File: src/rtl/bin2gray_pkg.sv
// bin2gray_pkg: shared Gray-code helpers for FIFO pointer conversion
package bin2gray_pkg;
  localparam int GRAY_DEFAULT_WIDTH = 8;
  localparam int GRAY_MAX_WIDTH = 32;
  // Callers zero-extend narrower pointers into the argument and cast the result back down
  function automatic logic [GRAY_MAX_WIDTH-1:0] bin_to_gray(input logic [GRAY_MAX_WIDTH-1:0] b);
    return b ^ (b >> 1);
  endfunction
endpackage

File: src/rtl/bin2gray_gray_step_check.sv
// gray_step_check: flags a Gray update that moves more than one bit
module gray_step_check #(
  parameter int WIDTH = 8
) (
  input  logic [WIDTH-1:0] i_cur,
  input  logic [WIDTH-1:0] i_prev,
  output logic             o_multi
);
  logic [WIDTH-1:0] w_diff;
  // Distance 0 and 1 are legal pointer steps; anything wider is a broken update
  always_comb begin
    w_diff  = i_cur ^ i_prev;
    o_multi = $countones(w_diff) > 1;
  end
endmodule

File: src/rtl/bin2gray.sv
// bin2gray: combinational Gray conversion plus a registered CDC launch copy with step checking
module bin2gray
  import bin2gray_pkg::*;
#(
  parameter int WIDTH = GRAY_DEFAULT_WIDTH
) (
  input  logic             clk,
  input  logic             rst,
  input  logic [WIDTH-1:0] bin,
  output logic [WIDTH-1:0] gray,
  input  logic             en,
  output logic [WIDTH-1:0] gray_q,
  output logic             gray_vld,
  output logic             step_err
);
  logic [WIDTH-1:0] r_gray_q;
  logic             r_vld;
  logic             r_err;
  logic             w_multi;
  // Zero-latency conversion; truncating back to WIDTH drops only zero-extended bits
  always_comb gray = WIDTH'(bin_to_gray(GRAY_MAX_WIDTH'(bin)));
  gray_step_check #(.WIDTH(WIDTH)) u_step (
    .i_cur  (gray),
    .i_prev (r_gray_q),
    .o_multi(w_multi)
  );
  // Launch register: reset wins over a coincident load, pulses only follow a load edge
  always_ff @(posedge clk) begin
    if (rst) begin
      r_gray_q <= '0;
      r_vld    <= 1'b0;
      r_err    <= 1'b0;
    end else begin
      r_vld <= en;
      r_err <= en & w_multi;
      if (en) r_gray_q <= gray;
    end
  end
  assign gray_q   = r_gray_q;
  assign gray_vld = r_vld;
  assign step_err = r_err;
endmodule

File: config.mk
export PLATFORM = sky130hd
export DESIGN_NAME = bin2gray
export DESIGN_NICKNAME = d
export VERILOG_FILES = /design/src/rtl/bin2gray_pkg.sv /design/src/rtl/bin2gray_gray_step_check.sv /design/src/rtl/bin2gray.sv
export SDC_FILE = /design/constraint.sdc
export NUM_CORES = 1
export LEC_CHECK = 0
export BUFFER_PORTS_ARGS = -buffer_cell sky130_fd_sc_hd__buf_2
export CORE_MARGIN = 1.5
export CORE_UTILIZATION = 45
export DETAILED_ROUTE_END_ITERATION = 7
export GPL_TIMING_DRIVEN = 1
export PLACE_DENSITY_LB_ADDON = 0.15
export SETUP_SLACK_MARGIN = 0.15
export SYNTH_ARGS = -nofsm -noshare
export SYNTH_HDL_FRONTEND = slang
export SYNTH_SLANG_ARGS = --single-unit
File: constraint.sdc
create_clock -name clk -period 3.9 [get_ports clk]
set_input_delay 0.78 -clock clk [delete_from_list [all_inputs] [get_ports clk]]
set_output_delay 0.78 -clock clk [all_outputs]
set_load 0.01 [all_outputs]
# [After elaboration in Yosys (flattened, before gate mapping)]
# Cells that the tools add are included.
[classes] bitwise_logic=3 add_sub_neg=7 magnitude_cmp=1
[ops] op="$add A32 B32 Y32" n=3
[ops] op="$gt A32 B2 Y1 const B" n=1
[ops] op="$add A1 B1 Y2" n=4
[ops] op="$xor A8 B7 Y8" n=1
[ops] op="$xor A8 B8 Y8" n=1
[ops] op="$and A1 B1 Y1" n=1
[word_totals] word_cells=14 out_inout_bits=18 register_bits=10 inputBits=11

# [Depth between registers and ports, before layout]
# Gate-level depths: netlist of run 1.
[depth] ltp_word=7 depth_mapped=12 ltp_nobuf=12

# [Cells and area by module]
# A second synthesis of run 1 with hierarchy kept.
[hier_totals] hier_cells=69 hier_area_um2=659.4
[by_module_without_submodules] mod="bin2gray" cells_each=45 instances=1 seq_area_each_um2=200.2 area_each_um2=426.7
[by_module_without_submodules] mod="gray_step_check" cells_each=24 instances=1 seq_area_each_um2=0.0 area_each_um2=232.7

# [Least setup slack after synthesis of run 1]
# OpenSTA, ideal clock, no wires.
[synth_path] path_kind="input-to-reg" from="input bin[4]" to="register r_err (netlist: step_err)" n_path_buf=0 t_required_ns=3.785 arrival_ns=3.228 slack_ns=0.557 path_stages=10 setup_ns=0.115 cell_sequence="xnor2_1 -> xnor2_1 -> ha_1 -> fa_1 -> fa_1 -> ha_1 -> inv_1 -> fa_1 -> nand3b_1 -> and2_1"
[synth_via] elab_chain_len=7 elab_cells_between_ends=9 cone_classes="add/sub: 5; order compare: 1; bitwise: 3"
[synth_lines] element="start: declaration" line="bin2gray.sv:9" rtl="input logic [WIDTH-1:0] bin,"
[synth_lines] element="$xor A8 B7 Y8 (*)" line="bin2gray_pkg.sv:7" rtl="return b ^ (b >> 1);"
[synth_lines] element="$xor A8 B8 Y8 (*)" line="bin2gray_gray_step_check.sv:12" rtl="w_diff = i_cur ^ i_prev;"
[synth_lines] element="$add A1 B1 Y2 (not written as such)" line="bin2gray_gray_step_check.sv:13" rtl="o_multi = $countones(w_diff) > 1;"
[synth_lines] element="$add A32 B32 Y32 (not written as such)" line="bin2gray_gray_step_check.sv:13"
[synth_lines] element="$add A32 B32 Y32 (not written as such) (*)" line="bin2gray_gray_step_check.sv:13"
[synth_lines] element="$gt A32 B2 Y1 (*)" line="bin2gray_gray_step_check.sv:13"
[synth_lines] element="$and A1 B1 Y1 (*)" line="bin2gray.sv:35" rtl="r_err <= en & w_multi;"
[synth_lines] element="end signal: assignment" line="bin2gray.sv:35"
[synth_lines] element="end: declaration" line="bin2gray.sv:18" rtl="logic r_err;"
# Every way passes the cells marked *; elsewhere a longest branch is shown, timed or not.
# A chain may end at the register's enable or synchronous reset.

# [Final worst setup path of run 1]
# Ends and elaborated chain as after synthesis.

==> results of run 1 <==
## power breakdown
| group | internal [uW] | switching [uW] | total, uW |
|---|---|---|---|
| Sequential | 114 | 6.28 | 120 |
| Clock | 56.7 | 40.4 | 97.1 |
| Combinational | 88.3 | 93.1 | 181 |
## sequential cells by signal, indices dropped and copies added (netlist names)
signal	count
step_err	1
gray_vld	1
gray_q	8
## layout make-up
| class | count | area, um^2 |
|---|---|---|
| clock buffers | 4 | 36.3 |
| fillers | 135 | 505 |
| multi-input cells | 44 | 409 |
| flip-flops and latches | 10 | 200 |
| repair buffers | 28 | 140 |
| well taps | 15 | 18.8 |
| inverters | 15 | 56.3 |
## kinds of logic (layout without fill, tap and decap cells)
family | count (synthesis) | after routing | synth area share (%)
buffers and inverters | 18 | 47 | 11.6
XOR/XNOR | 15 | 15 | 19.1
multiplexers | 1 | 1 | 1.45
adder cells (fa/ha/maj) | 10 | 10 | 22.5
flip-flops | 10 | 10 | 29.0
AO/OA/AOI/OAI | 7 | 7 | 9.07
AND/OR/NAND/NOR | 11 | 11 | 7.26
## worst min-delay path: cells and delay by family, from the launching register on
family	cells	cell delay (ns)
compound gates	1	0.05
flops	1	0.33
simple gates	1	0.09
## final timing paths
path | startpoint | endpoint | depth (start not counted)
max | bin[4] | step_err$_SDFF_PP0_ | 11
min | gray_q[2]$_SDFFE_PP0P_ | gray_q[2]$_SDFFE_PP0P_ | 2
max reg2reg | gray_q[6]$_SDFFE_PP0P_ | step_err$_SDFF_PP0_ | 9
min reg2reg | gray_q[2]$_SDFFE_PP0P_ | gray_q[2]$_SDFFE_PP0P_ | 2
## routing by layer
| metal | share of wire [%] | GRT usage, % |
|---|---|---|
| met5 | 0 | 0 |
| met4 | 0.77 | 7.50 |
| met3 | 5.0 | 3.88 |
| met2 | 49 | 25.0 |
| met1 | 46 | 15.0 |
## cell usage in the layout (no fill, tap or decap), drive strengths merged
cell type	Yosys	layout
a211oi	7	7
inv	15	15
nor2b	1	1
nor2	8	8
mux2i	1	1
dfxtp	10	10
and2	1	1
nand3b	1	1
fa	4	4
ha	6	6
buf	3	28
xor2	1	1
xnor2	14	14
clkbuf	0	4
## per-stage QoR
step           util [%]  total power, uW  hold WS, ns  std cells  worst slack (ns)
2_1_floorplan         -              260        0.527         72             0.557
3_3_place_gp       60.3              303        0.494        112             0.347
3_5_place_dp       60.3              308        0.505        112             0.325
4_1_cts            63.0              409        0.516        116             0.612
5_1_grt            63.0              439        0.535        116             0.499
6_report           63.0              399        0.513        116             0.621
==> impl_metrics.py, run 1 <==
metrics = {
    "status": {
        "outcome": "finished, final reports clean",
    },
    "worst_setup_path": {
        "cp-end-kind": "flip-flop",
        "crit_top_cell": "fa_1",
        "cp_slowest_cell": "fa_1",
        "path_buf_inv": 2,
        "slowest_delay_ns": 0.55,
        "critical_path.startpoint_type": "input pin",
        "reg2reg_setup_slack_ns": 1.18,
        "path_cells": "buf_2 -> xnor2_1 -> xnor2_1 -> ha_1 -> fa_1 -> fa_1 -> ha_1 -> inv_1 -> fa_1 -> nand3b_1 -> and2_1",
        "critPathRequiredTime_ns": 4.07,
        "cp_top_family": "adder cells",
        "worst-path-max-fanout": 3,
        "crit_type": "input pin to flip-flop",
        "worstPathArrival_ns": 3.45,
    },
    "logic_synthesis": {
        "synthFlopType": "dfxtp_1",
        "yosysTopAreaCell": "dfxtp_1",
        "syn_avg_cell_area_um2": 9.58,
        "yosysMostFrequentCell": "inv_1",
        "yosys.cell_types.count": 16,
        "synth-seq-cells": 10,
        "ys_warn_count": 0,
        "synth_edf_count": 0,
        "seq_area_frac_synth_pct": 29.0,
        "synth.top_cell.area_share_pct": 29.0,
        "syn_area_um2": 689,
        "ys_async_sr_fraction_pct": 0,
        "synthTopCellsByArea": "dfxtp_1 (29%), xnor2_1 (18%), fa_1 (12%), ha_1 (11%), inv_1 (8.2%)",
        "postSynthCellCount": 72,
        "synth_commonest_cells": "inv_1 (15), xnor2_1 (14), dfxtp_1 (10), nor2_1 (8), ha_1 (6)",
        "syn_nets": 93,
    },
    "floorplan": {
        "fp-row-count": 13,
        "start_util_pct": 50.5,
        "die_h_um": 42.1,
        "die_area_um2": 1780,
        "fp.dieW_um": 42.1,
        "coreArea_um2": 1370,
        "io_pins": 29,
    },
    "sta": {
        "tightest_slew_ns": 0.338,
        "period_needed_ns": 3.28,
        "timing.slew.headroom_pct": 77.3,
        "hold_viol": 0,
        "drv_slew": 0,
        "setup_viol": 0,
        "period_share_pct": 84.1,
        "finClkSkew_ns": 0.000429,
        "grt_setup_unrepaired": "no",
        "fmax_mhz": 305,
        "tns_ns": 0,
    },
    "placement": {
        "routabilityCongestion": 0.722,
        "numPortBuffers": 28,
        "dpl.hpwl_um": 951,
        "detailed_place.area_um2": 825,
    },
    "clock_network": {
        "h-tree-depth": 1,
        "numCtsBuffers": 3,
        "cts_sinks": 10,
        "worst_skew_pair.late_latency_ns": 0.27,
        "clockRootBuffer": "clkbuf_4",
        "cts_tree": "yes",
        "clock_path_buffers": 2,
        "holdBufCountCts": 0,
        "clk_pin_slew_ns": 0.07,
        "cts_resized": 0,
        "cts_setup_buffers": 0,
    },
    "cells_and_area": {
        "syn_to_final_growth_pct": 24.9,
        "antennaDiodeCount": 0,
        "nets": 123,
        "drive_above_1_share_pct": 33.7,
        "final_cell_area_um2": 861,
    },
    "route": {
        "drt_first_pass_iters": 3,
        "vias": 543,
        "ant_nets": 0,
        "drt-total-wl_um": 1170,
        "routedWlPerCell_um": 10.1,
        "drc": 0,
        "drtIter0Drc": 12,
        "viasPerCell": 4.68,
    },
    "power": {
        "power_density_nw_per_um2": 463,
        "p_leak_uw": 0.000442,
        "ir_drop_mv": 0.203,
    },
    "run": {
        "max_cap_violations": 0,
    },
    "global_routing": {
        "globalRouteOverflowTotal": 0,
        "grt_pass1_wl_um": 1860,
        "grt_max_degree": 17,
        "grt_use_total_pct": 14.1,
        "antenna_found_initial": 0,
        "grt_pass1_vias": 480,
    },
    "worst_hold_path": {
        "hp-class": "flip-flop to flip-flop",
    },
}
Power figures use the tool's default switching activity.
==> inputs of run 2 (changes only) <==
- ABC_AREA: not set -> 1
- CORE_ASPECT_RATIO: not set -> 0.7
- clock period: 3.9 -> 3.1 ns (I/O delays scaled with it)
==> impl_metrics.py, run 2 <==
metrics = {
    "status": {
        "outcome": "finished, final reports clean",
    },
    "logic_synthesis": {
        "synth_commonest_cells": "nand2_1 (49), inv_1 (33), nand3_1 (18), dfxtp_1 (10), a21oi_1 (7)",
        "yosysMostFrequentCell": "nand2_1",
        "synth.top_cell.area_share_pct": 23.2,
        "synth_edf_count": 0,
        "ys_warn_count": 0,
        "syn_nets": 158,
        "synthTopCellsByArea": "dfxtp_1 (23%), nand2_1 (21%), inv_1 (14%), nand3_1 (10%), fa_1 (9.3%)",
        "ys_async_sr_fraction_pct": 0,
        "seq_area_frac_synth_pct": 23.2,
        "yosys.cell_types.count": 16,
        "syn_area_um2": 865,
        "postSynthCellCount": 137,
        "synth-seq-cells": 10,
        "synthFlopType": "dfxtp_1",
        "syn_avg_cell_area_um2": 6.31,
        "yosysTopAreaCell": "dfxtp_1",
    },
    "clock_network": {
        "cts_sinks": 10,
        "clock_path_buffers": 2,
        "clk_pin_slew_ns": 0.07,
        "cts_tree": "yes",
        "numCtsBuffers": 3,
        "worst_skew_pair.late_latency_ns": 0.26,
        "holdBufCountCts": 0,
        "clockRootBuffer": "clkbuf_4",
        "h-tree-depth": 1,
    },
    "floorplan": {
        "die_area_um2": 2200,
        "coreArea_um2": 1840,
        "start_util_pct": 47.0,
        "fp-row-count": 13,
        "fp.dieW_um": 55.4,
        "die_h_um": 39.7,
        "io_pins": 29,
    },
    "sta": {
        "period_needed_ns": 2.94,
        "fmax_mhz": 340,
        "drv_slew": 0,
        "tightest_slew_ns": 0.257,
        "period_share_pct": 95.0,
        "setup_viol": 0,
        "tns_ns": 0,
        "hold_viol": 0,
        "timing.slew.headroom_pct": 82.9,
        "finClkSkew_ns": 0.00254,
        "grt_setup_unrepaired": "yes",
    },
    "global_routing": {
        "grt_use_total_pct": 19.3,
        "antenna_found_initial": 0,
        "grt_max_degree": 10,
        "grt_pass1_vias": 731,
        "globalRouteOverflowTotal": 0,
        "grt_pass1_wl_um": 3170,
    },
    "worst_hold_path": {
        "worstHoldPathCells": 2,
        "hp-class": "flip-flop to flip-flop",
    },
    "power": {
        "power_density_nw_per_um2": 378,
        "power_uw": 494,
        "p_leak_uw": 0.000778,
        "ir_drop_mv": 0.277,
    },
    "placement": {
        "numPortBuffers": 28,
        "dpl.hpwl_um": 1500,
        "dp_cells": 193,
        "routabilityCongestion": 0.691,
    },
    "route": {
        "routedWlPerCell_um": 10.1,
        "viasPerCell": 4.62,
        "drt-total-wl_um": 1990,
        "drtIter0Drc": 27,
        "drc": 0,
        "drt_first_pass_iters": 4,
        "vias": 911,
        "ant_nets": 0,
    },
    "worst_setup_path": {
        "worstRegToRegCells": 13,
        "crit_type": "input pin to flip-flop",
        "critical_path.startpoint_type": "input pin",
        "worstPathArrival_ns": 3.11,
        "worst-path-max-fanout": 5,
        "cp-end-kind": "flip-flop",
        "critPathRequiredTime_ns": 3.27,
    },
    "cells_and_area": {
        "syn_to_final_growth_pct": 51.1,
        "layoutNonFillerInstCount": 197,
        "most-common-layout-cells": "nand2_1 (37), inv_1 (26), buf_2 (22)",
        "antennaDiodeCount": 0,
        "drive_above_1_share_pct": 42.3,
        "largest_reg_flops": 8,
        "final_common_cell": "nand2_1",
        "nets": 198,
    },
    "run": {
        "max_cap_violations": 0,
    },
}
-- run 2: cell count changes in the layout (fill, tap and decap cells not counted), sizes merged, moves of 8 or more --
cell / delta
inv: +21
xnor2: -14
nand2: +49
nand3: +18
a21oi: +8
buf: +10
-- run 2: worst max-delay path, cell delays in order --
cell,delay (ns)
buf_12,0.11
buf_6,0.11
xor2_2,0.14
ha_2,0.19
fa_1,0.49
fa_1,0.50
ha_2,0.17
inv_2,0.04
fa_1,0.51
nand3b_1,0.11
nand2_1,0.09
inv_1,0.03
-- run 2: cell families after synthesis --
family	synth area share (%)
AO/OA/AOI/OAI	5.06
XOR/XNOR	1.01
adder cells (fa/ha/maj)	17.9
buffers and inverters	19.0
flip-flops	23.2
AND/OR/NAND/NOR	33.9
-- run 2: report_power, final --
part / switching (uW) / total [uW] / internal, uW
Combinational: 139 / 257 / 118
Clock: 44.4 / 89.3 / 44.9
Sequential: 6.74 / 148 / 141
-- run 2: repair_timing --
item	in CTS	in global routing
gates resized for setup	9	28
setup buffers	0	1
endpoints found under the setup margin	1	1
pin swaps	7	16
-- run 2: stage by stage --
| stage | instance area (um^2) | setup slack [ns] | hold slack [ns] | util (%) |
|---|---|---|---|---|
| 5_1_grt | 1310 | 0.0725 | 0.556 | 71.1 |
| 3_5_place_dp | 1150 | -0.203 | 0.485 | 62.5 |
| 3_3_place_gp | 1150 | -0.122 | 0.475 | 62.5 |
| 2_1_floorplan | 937 | 0.152 | 0.505 | - |
| 6_report | 1310 | 0.156 | 0.527 | 71.1 |
| 4_1_cts | 1200 | 0.150 | 0.519 | 65.5 |
-- run 2: layer usage --
metal / share of wire [%] / track usage, % / wire [um] / vias to the layer above
li1: - / - / - / 489
met1: 44 / 24.4 / 876 / 393
met2: 50 / 34.2 / 995 / 29
met3: 6.0 / 5.94 / 119 / 0
met4: 0 / 1.83 / 0 / 0
met5: 0 / 0 / 0 / -
-- run 2: area by class of cell --
| cell class | count | area (um^2) |
|---|---|---|
| fillers | 161 | 532 |
| flip-flops and latches | 10 | 200 |
| well taps | 22 | 27.5 |
| multi-input cells | 88 | 601 |
| clock buffers | 3 | 22.5 |
| inverters | 36 | 165 |
| repair buffers | 38 | 290 |
-- run 2: worst paths after layout --
| kind | from | endpoint | slack (ns) |
|---|---|---|---|
| hold / removal | gray_q[7]$_SDFFE_PP0P_ | gray_q[7]$_SDFFE_PP0P_ | 0.53 |
| hold reg to reg | gray_q[7]$_SDFFE_PP0P_ | gray_q[7]$_SDFFE_PP0P_ | 0.53 |
| setup / recovery | bin[7] | step_err$_SDFF_PP0_ | 0.16 |
| setup reg to reg | gray_q[2]$_SDFFE_PP0P_ | step_err$_SDFF_PP0_ | 0.29 |
==> inputs of run 3 (changes only) <==
- ABC_AREA: 1 -> not set
- CORE_ASPECT_RATIO: 0.7 -> not set
==> impl_metrics.py, run 3 (synthesis gave the netlist of run 1 again) <==
metrics = {
    "worst_setup_path": {
        "r2r-start": "gray_q[7]$_SDFFE_PP0P_",
        "worstRegToRegCells": 9,
        "worstPathArrival_ns": 3.10,
        "critical_path.startpoint_type": "input pin",
        "path_cells": "buf_2 -> xnor2_4 -> xnor2_2 -> ha_2 -> fa_1 -> fa_1 -> ha_1 -> inv_1 -> fa_1 -> nand3b_1 -> and2_1",
        "path_buf_inv": 2,
        "cp_slowest_cell": "fa_1",
        "slowest_delay_ns": 0.51,
        "reg2reg_setup_slack_ns": 0.41,
        "cp-end-kind": "flip-flop",
        "cp_top_family": "adder cells",
        "rr_endpoint": "step_err$_SDFF_PP0_",
        "crit_top_cell": "fa_1",
        "worst-path-max-fanout": 3,
        "critPathRequiredTime_ns": 3.26,
        "crit_type": "input pin to flip-flop",
    },
    "route": {
        "drtIter0Drc": 4,
        "met3_length_um": 50,
        "vias": 568,
        "wl_met1_um": 572,
        "viasPerCell": 4.62,
        "top_layer": "met3",
        "drt-total-wl_um": 1480,
        "drt_first_pass_iters": 2,
        "ant_nets": 0,
        "routedWlPerCell_um": 12.0,
        "wl_met2_um": 860,
        "drc": 0,
    },
    "floorplan": {
        "start_util_pct": 50.5,
        "coreArea_um2": 1370,
        "die_area_um2": 1780,
        "fp-row-count": 13,
        "die_h_um": 42.1,
        "fp.dieW_um": 42.1,
        "io_pins": 29,
    },
    "power": {
        "power_density_nw_per_um2": 503,
        "ir_drop_mv": 0.320,
        "p_leak_uw": 0.000519,
    },
    "global_routing": {
        "grt_use_total_pct": 18.1,
        "grt_max_degree": 17,
        "grt_pass1_wl_um": 2370,
        "antenna_found_initial": 0,
        "grt_pass1_vias": 579,
        "globalRouteOverflowTotal": 0,
    },
    "sta": {
        "tns_ns": 0,
        "tightest_slew_ns": 0.317,
        "period_share_pct": 95.0,
        "timing.slew.headroom_pct": 78.9,
        "finClkSkew_ns": 0.00474,
        "setup_viol": 0,
        "period_needed_ns": 2.95,
        "fmax_mhz": 339,
        "drv_slew": 0,
        "grt_setup_unrepaired": "yes",
        "hold_viol": 0,
    },
    "placement": {
        "dpl.hpwl_um": 1190,
        "routabilityCongestion": 0.735,
        "numPortBuffers": 28,
        "dp_cells": 119,
    },
    "cells_and_area": {
        "syn_to_final_growth_pct": 52.5,
        "final_common_cell": "buf_2",
        "layoutNonFillerInstCount": 123,
        "nets": 131,
        "most-common-layout-cells": "buf_2 (24), inv_1 (13), dfxtp_1 (10)",
        "antennaDiodeCount": 0,
        "largest_reg_flops": 8,
        "drive_above_1_share_pct": 50.0,
    },
    "clock_network": {
        "numCtsBuffers": 3,
        "cts_tree": "yes",
        "clockRootBuffer": "clkbuf_4",
        "h-tree-depth": 1,
        "cts_sinks": 10,
        "clk_pin_slew_ns": 0.07,
        "holdBufCountCts": 0,
        "worst_skew_pair.late_latency_ns": 0.26,
        "clock_path_buffers": 2,
    },
    "worst_hold_path": {
        "worstHoldPathCells": 2,
        "holdPathEnd": "gray_q[2]$_SDFFE_PP0P_",
        "hp-class": "flip-flop to flip-flop",
        "hold_path_startpoint": "gray_q[2]$_SDFFE_PP0P_",
    },
    "status": {
        "outcome": "finished, final reports clean",
    },
    "run": {
        "max_cap_violations": 0,
    },
}
==> run 3: cell count changes in the layout (fill, tap and decap cells not counted), moves of 5 or more <==
cell / before / now
a211oi_1: 0 / 5
a21oi_1: 7 / 0
inv_1: 26 / 13
nand2_1: 37 / 0
nand2_2: 5 / 0
nand2_4: 7 / 0
nand3_1: 15 / 0
nor2_1: 0 / 8
xnor2_1: 0 / 7
xnor2_4: 0 / 5
==> run 3: tightest hold or removal path, delay by kind of cell, from the launching register on <==
family | cells | cell delay (ns)
flip-flops | 1 | 0.33
AND/OR/NAND/NOR | 1 | 0.09
AO/OA/AOI/OAI | 1 | 0.05
==> run 3: where the power goes <==
part	internal, uW	switching (uW)	total [uW]
registers	144	9.29	153
logic	147	139	286
clock network	44.8	45.0	89.9
total	336	193	529
==> run 3: layout make-up <==
| cell class | instances | area, um^2 |
|---|---|---|
| timing repair buffer | 36 | 225 |
| clock buffer | 3 | 22.5 |
| multi-input combinational | 44 | 528 |
| fill | 99 | 315 |
| sequential | 10 | 200 |
| tap | 15 | 18.8 |
| inverter | 15 | 56.3 |
==> run 3: worst max path at each step <==
stage,slack [ns],from,to,cells after the start
3_5_place_dp,-0.22,bin[4],step_err$_SDFF_PP0_,13
2_1_floorplan,0.11,bin[2],step_err$_SDFF_PP0_,10
5_1_grt,0.07,bin[7],step_err$_SDFF_PP0_,13
4_1_cts,0.11,bin[4],step_err$_SDFF_PP0_,11
3_3_place_gp,-0.13,bin[3],step_err$_SDFF_PP0_,11
6_report,0.15,bin[7],step_err$_SDFF_PP0_,11
==> run 3: per-stage QoR <==
stage / util (%) / total power, uW / setup WS (ns) / hold WS, ns / cell area (um^2)
finish: 76.9 / 529 / 0.154 / 0.516 / 1050
global route: 76.9 / 581 / 0.0698 / 0.537 / 1050
CTS: 75.1 / 535 / 0.106 / 0.518 / 1030
detailed placement: 70.6 / 431 / -0.216 / 0.508 / 965
global placement: 70.6 / 406 / -0.131 / 0.494 / 965
floorplan: - / 338 / 0.111 / 0.527 / 777
==> run 3: repair_timing <==
item | CTS | global route
pin swaps | 7 | 5
resized for setup | 10 | 5
buffers inserted | 1 | 0
endpoints found under the setup margin | 1 | 1
==> run 3: metal layers <==
layer,vias to the layer above,track usage [%]
met5,-,0
li1,295,-
met1,259,17.8
met2,14,35.6
met3,0,5.17
met4,0,5.63
